--- src/rtl/maxpool2x2_column.sv ---
// ============================================================================
// Module   : maxpool2x2_column
// Brief    : Streaming 2x2 max-pool over post-ReLU fp16 feature-map columns.
// Revision : 1.0 - initial release
// ============================================================================
`default_nettype none

module maxpool2x2_column #(
  parameter int COLUMN_SIZE = 24,
  parameter int IMAGE_WIDTH = 24
) (
  input  logic                                clk,
  input  logic                                rst_n,
  input  logic                                col_valid_i,
  output logic                                col_ready_o,
  input  logic [COLUMN_SIZE-1:0][15:0]        col_data_i,
  output logic                                out_valid_o,
  input  logic                                out_ready_i,
  output logic [COLUMN_SIZE/2-1:0][15:0]      out_data_o,
  output logic                                out_last_o
);

  localparam int c_HALF_SIZE = COLUMN_SIZE / 2;
  localparam int c_CNT_W     = (IMAGE_WIDTH > 2) ? $clog2(IMAGE_WIDTH) : 1;
  localparam logic [c_CNT_W-1:0] c_LAST_IDX = c_CNT_W'(IMAGE_WIDTH - 1);

  generate
    if ((COLUMN_SIZE % 2) != 0) begin : g_col_size_odd
      $error("maxpool2x2_column: COLUMN_SIZE must be even");
    end
    if ((IMAGE_WIDTH % 2) != 0) begin : g_image_width_odd
      $error("maxpool2x2_column: IMAGE_WIDTH must be even");
    end
  endgenerate

  typedef enum logic [0:0] {
    ST_EMPTY = 1'b0,
    ST_HALF  = 1'b1
  } state_t;

  state_t                           r_state;
  logic [c_CNT_W-1:0]               r_cnt;
  logic [c_HALF_SIZE-1:0][15:0]     r_buf;
  logic [c_HALF_SIZE-1:0][15:0]     r_out_data;
  logic                             r_out_valid;
  logic                             r_out_last;

  logic [c_HALF_SIZE-1:0][15:0]     w_pair;
  logic [c_HALF_SIZE-1:0][15:0]     w_pool;
  logic                             w_accept;

  // Negative inputs (sign bit set) count as zero; for non-negative fp16 the
  // magnitude bits order the same way as the values they encode.
  function automatic logic [15:0] relu_max(input logic [15:0] a, input logic [15:0] b);
    logic [15:0] sa;
    logic [15:0] sb;
    sa = a[15] ? 16'h0000 : a;
    sb = b[15] ? 16'h0000 : b;
    return (sa[14:0] > sb[14:0]) ? sa : sb;
  endfunction

  generate
    for (genvar k = 0; k < c_HALF_SIZE; k++) begin : g_pair
      assign w_pair[k] = relu_max(col_data_i[2*k], col_data_i[2*k+1]);
      assign w_pool[k] = relu_max(r_buf[k], w_pair[k]);
    end
  endgenerate

  // Only the pooling column needs the output register free.
  assign col_ready_o = (r_state == ST_EMPTY) || !r_out_valid || out_ready_i;
  assign w_accept    = col_valid_i && col_ready_o;

  always_ff @(posedge clk or negedge rst_n) begin
    if (!rst_n) begin
      r_state     <= ST_EMPTY;
      r_cnt       <= '0;
      r_buf       <= '0;
      r_out_data  <= '0;
      r_out_valid <= 1'b0;
      r_out_last  <= 1'b0;
    end else begin
      if (out_ready_i) begin
        r_out_valid <= 1'b0;
      end
      if (w_accept) begin
        r_cnt <= (r_cnt == c_LAST_IDX) ? '0 : r_cnt + c_CNT_W'(1);
        if (r_state == ST_EMPTY) begin
          r_buf   <= w_pair;
          r_state <= ST_HALF;
        end else begin
          r_out_data  <= w_pool;
          r_out_valid <= 1'b1;
          r_out_last  <= (r_cnt == c_LAST_IDX);
          r_state     <= ST_EMPTY;
        end
      end
    end
  end

  assign out_valid_o = r_out_valid;
  assign out_data_o  = r_out_data;
  assign out_last_o  = r_out_last;

endmodule

`default_nettype wire
--- config.mk ---
export PLATFORM = sky130hd
export DESIGN_NAME = maxpool2x2_column
export DESIGN_NICKNAME = d
export VERILOG_FILES = /design/src/rtl/maxpool2x2_column.sv
export SDC_FILE = /design/constraint.sdc
export NUM_CORES = 2
export LEC_CHECK = 0
export CAP_MARGIN = 20
export CORE_AREA = 2 2 262 264
export DETAILED_ROUTE_END_ITERATION = 8
export DIE_AREA = 0 0 264 266
export HOLD_SLACK_MARGIN = 0.02
export MAX_ROUTING_LAYER = met4
export PLACE_DENSITY = 0.69
export REMOVE_ABC_BUFFERS = 1
export SLEW_MARGIN = 5
export SYNTH_ARGS = -nofsm -noshare
export SYNTH_HDL_FRONTEND = slang
export SYNTH_SLANG_ARGS = --single-unit
--- constraint.sdc ---
create_clock -name clk -period 3.9 [get_ports clk]
set_clock_uncertainty 0.15 [all_clocks]
set_input_delay 0.39 -clock clk [delete_from_list [all_inputs] [get_ports clk]]
set_output_delay 0.39 -clock clk [all_outputs]
set_load 0.05 [all_outputs]
**Word level (Yosys, flattened, before mapping)**

Cells that the tools add are included.

- Order comparisons: 24
- Mux-type cells: 77
- Eq/ne operators: 1
- $mul: 0
- Reductions and logical operators: 6
- Divide/modulo/power cells: 0
- Add/sub/neg operators: 1
- Bitwise logic cells: 1
- Shift-type cells: 0

Operators with widths:

| operator | number |
|---|---|
| $mux W15 | 72 |
| $gt A15 B15 Y1 | 24 |
| $add A5 B1 Y5 const B | 1 |
| $eq A5 B5 Y1 const B | 1 |
| $mux W5 | 1 |
| $mux W1 | 4 |
| $reduce_and A2 Y1 | 2 |
| $logic_or A1 B1 Y1 | 2 |
| $logic_and A1 B1 Y1 | 1 |
| $logic_not A1 Y1 | 1 |
| $not A1 Y1 | 1 |

- Flip-flop bits (word level): 392
- Output and inout bits: 195
- Memories kept: 0
- Bits in read-only memories: 0
- Latch bits: 0
- Input bits: 388
- Memory bits (writable): 0

**Longest topological paths before layout**

- Depth in word-level cells: 6
- Mapped depth: 25
- Depth with buffers taken out: 21

**Worst setup path after synthesis**

Ideal clock, no wire load.

- Path type: input -> register
- Start: input col_data_i[383] (netlist bit)
- End: register r_out_data, in the netlist out_data_o[187]
- Arrival time: 4.923 ns
- Cell stages on the path: 24
- Required time: 3.624 ns
- Setup time: 0.126 ns
- Path slack: -1.299 ns
- Cells stage by stage: clkbuf_1 > clkbuf_1 > nor2b_1 > inv_1 > ha_1 > nand4_1 > inv_1 > nand3_1 > or4_1 > o211ai_1 > buf_4 > buf_2 > mux2i_1 > ha_1 > a211oi_1 > o21ai_0 > a21oi_1 > o211ai_1 > or3_1 > o2111a_1 > o22ai_2 > buf_2 > nor2_1 > a221o_1

- Longest elaborated chain between the ends: 6

RTL lines:

| what | line | RTL |
|---|---|---|
| from (decl) | 16 | `input logic [COLUMN_SIZE-1:0][15:0] col_data_i,` |
| $mux W15 (*) | 58 | `sb = b[15] ? 16'h0000 : b;` |
| $gt A15 B15 Y1 | 59 | `return (sa[14:0] > sb[14:0]) ? sa : sb;` |
| $mux W15 (*) | 59 |  |
| $mux W15 (*) | 58 |  |
| $gt A15 B15 Y1 | 59 |  |
| $mux W15 (*) | 59 |  |
| to (signal assigned) | 91 | `r_out_data <= w_pool;` |
| to (decl) | 44 | `logic [c_HALF_SIZE-1:0][15:0] r_out_data;` |

Every way passes the cells marked *; elsewhere a longest branch is shown, timed or not.
A chain may end at the register's enable or synchronous reset.

**Final worst setup path**

- Start: input col_data_i[55] (netlist bit)
- End: register r_out_data, in the netlist out_data_o[28]

Same word-level chain as after synthesis.

==> impl_metrics.tcl <==
set metrics [dict create \
    ys_warn_count 0 \
    synth_top_family_by_area "simple AND/OR/NAND/NOR gates" \
    antenna_left 0 \
    ios 583 \
    cp-end-kind "register" \
    synth-edff-count 0 \
    synth_flop_cell "dfrtp_1" \
    drt-total-wl_um 175000 \
    violations "design-rule violations, negative setup slack" \
    avgSynthCellArea_um2 8.56 \
    final_hold_viol_count 0 \
    numCtsBuffers 45 \
    fmax_mhz 166 \
    synthMuxAreaShare_pct 5.20 \
    total_power_mw 31.1 \
    netlist_top_cells_count "nand2_1, dfrtp_1, ha_1" \
    grt_pass1_vias 35279 \
    slowest_delay_ns 0.71 \
    cp_top_family "simple AND/OR/NAND/NOR gates" \
    ys_seq_area_share_pct 31.3 \
    path_cells "dlygate4sd2_1 > nor2b_4 > inv_1 > ha_1 > a21oi_1 > nor4b_2 > a211o_1 > a22oi_2 > buf_4 > buf_12 > mux2i_2 > ha_1 > nand4_1 > nor3_4 > nand2_1 > a2111o_1 > o211ai_4 > clkbuf_16 > nand4b_1 > nand4_1" \
    ctsLongestPathBuffers 3 \
    yosysTopAreaCellShare_pct 31.3 \
    cts_root_buf "clkbuf_16" \
    synth_cell_types 96 \
    synthAdderAreaFrac_pct 13.5 \
    synthSimpleGateAreaFrac_pct 25.2 \
    period_share_pct 155 \
    synthTopCellsByArea "dfrtp_1, ha_1, nand2_1, nor2b_1, o21ai_0" \
    area_growth_pct 89.9 \
    fillers 3029 \
    worst_skew_pair.late_latency_ns 0.60 \
    die_y_um 266 \
    syn_inst 3439 \
    async_flop_share_pct 100 \
    grt_pass1_wl_um 193000 \
    synth_compound_area_share_pct 19.4 \
    holdWs_ns 0.263 \
    start_kind "primary input" \
    path_clk_slew_ns 0.07 \
    critical_path.max_fanout 10 \
    hpwl_um 72600 \
    power-per-cell-area_nw_per_um2 555 \
    grt_remaining_overflow 0 \
    cts-htree-levels 2 \
    seq_area_um2 9210 \
    initial_core_util_pct 43.5 \
    rsz0062_at_grt "true" \
    synth_top_cell_by_area "dfrtp_1" \
    drive_gt1_share_pct 48.3 \
    viasPerCell 6.62 \
    grtUsageTotal_pct 34.8 \
    min_path_type "in -> reg" \
    setup_viol 179 \
    ir_drop_v 0.000590 \
    critical_path_required_ns 4.26 \
    cts_tree "done" \
    arrival_ns 6.39 \
    critPathKind "in -> reg" \
    antenna_found_initial 29 \
    grt_max_degree 124 \
    drc 2 \
    synth_most_common_cell "nand2_1" \
    globalplace.congestion 0.915 \
    num_rows 96 \
    ys_seq_elements 368 \
    maxSlewHeadroom_pct 9.23 \
    multi_input_area_um2 27700 \
    synth_area_um2 29500 \
    fin_ws_ns -2.13 \
    worst_slew_pin_slew_ns 1.36 \
    nets 5709 \
    vias 39515 \
    die_x_um 264 \
    cap_violations 0 \
    wl_per_cell_um 29.2 \
    synth_xor_area_share_pct 0.862 \
    r2r_slack_ns -0.18 \
    critPathBufInv 5 \
    fin_crit_ns 6.03 \
    cts.sinks 368 \
    p_leak_nw 25.5 \
    port_buffers 570 \
    dieArea_um2 70200 \
    slew_violations 0 \
    dr.pass1.iters 9 \
    crit_slowest_cell "a2111o_1" \
    drt-initial-drc-count 5005 \
    core_um2 67700 \
    status "complete, but fails checks" \
]
[per-layer routing]
layer	share of wire, %	global-route usage, %	wire length [µm]
met5	0	-	0
met3	12	5.77	21300
met1	32	40.2	56600
met2	45	58.5	78200
met4	11	18.0	18600
[tightest hold or removal path, delay by kind of cell]
kind | cells | cell delay, ns
buf+inv | 1 | 0.12
simple gates | 1 | 0.12
compound gates | 1 | 0.19
mux | 1 | 0.14
[placed cells by master (no fill, tap or decap), types with 75 or more instances in the layout]
cell type	n
buf_4	949
nand2_1	441
dfrtp_1	368
clkdlybuf4s50_1	281
o21ai_0	214
nor2b_4	192
ha_4	161
dlygate4sd2_1	151
ha_1	118
buf_6	117
nor2_1	106
nand4_1	94
a21o_1	83
nand2b_1	76
inv_1	75
[worst paths after layout]
check,from,end,cells past startpoint
worst max-delay path,col_data_i[55],out_data_o[28],20
worst min-delay path,col_data_i[31],r_buf[1],4
worst max register to register,r_buf[28],out_data_o[28],9
worst min register to register,out_data_o[82],out_data_o[82],2
max in group asynchronous,rst_n,r_buf[158],3
min in group asynchronous,rst_n,out_data_o[128],2
[cell families (layout without fill, tap and decap cells)]
kind of cell | count (synthesis) | count (layout)
AOI/OAI and AO/OA | 837 | 840
xor gates and xnor gates | 29 | 29
adders and majority gates | 322 | 322
buffers and inverters | 321 | 1919
DFF | 368 | 368
muxes | 145 | 145
other | 1 | 50
and+or+nand+nor | 1416 | 1417
[per-stage QoR]
step	setup slack (ns)	utilization [%]	setup TNS, ns	area (µm²)	std cells
5_1_grt	-2.28	82.6	-134.49	55900	5971
6_report	-2.13	82.6	-120.20	55900	5972
2_1_floorplan	-5.38	-	-1227.13	28600	3246
3_3_place_gp	-1.44	60.4	-219.19	40900	5399
3_5_place_dp	-1.59	60.4	-228.48	40900	5399
4_1_cts	-0.229	75.3	-4.35	51000	5792
[area by class of cell]
class | instances | share of cell area (%)
repair buffers | 1723 | 28.3
inverters | 117 | 0.785
clock inverters | 15 | 0.427
clock buffers | 64 | 2.38
flip-flops and latches | 368 | 16.5
well taps | 882 | 1.97
diodes | 38 | 0.170
multi-input cells | 2765 | 49.5
[sequential cells by signal, indices dropped and copies added (netlist names)]
signal	cells
out_data_o	180
r_buf	180
r_cnt	5
out_last_o	1
out_valid_o	1
r_state	1
[report_power, final]
group,switching (mW),internal [mW],total [mW]
Sequential,1.65,5.13,6.78
Clock,1.91,2.77,4.68
Combinational,11.3,8.28,19.6
Total,14.9,16.2,31.1
[what timing repair did]
action	CTS	global route
pin swaps	433	349
gates cloned	38	4
gates resized for setup	1631	764
endpoints found under the hold margin	96	0
buffers inserted	285	148
hold buffers	1	0
setup endpoints to repair	180	179
(Power assumes the default switching activity.)
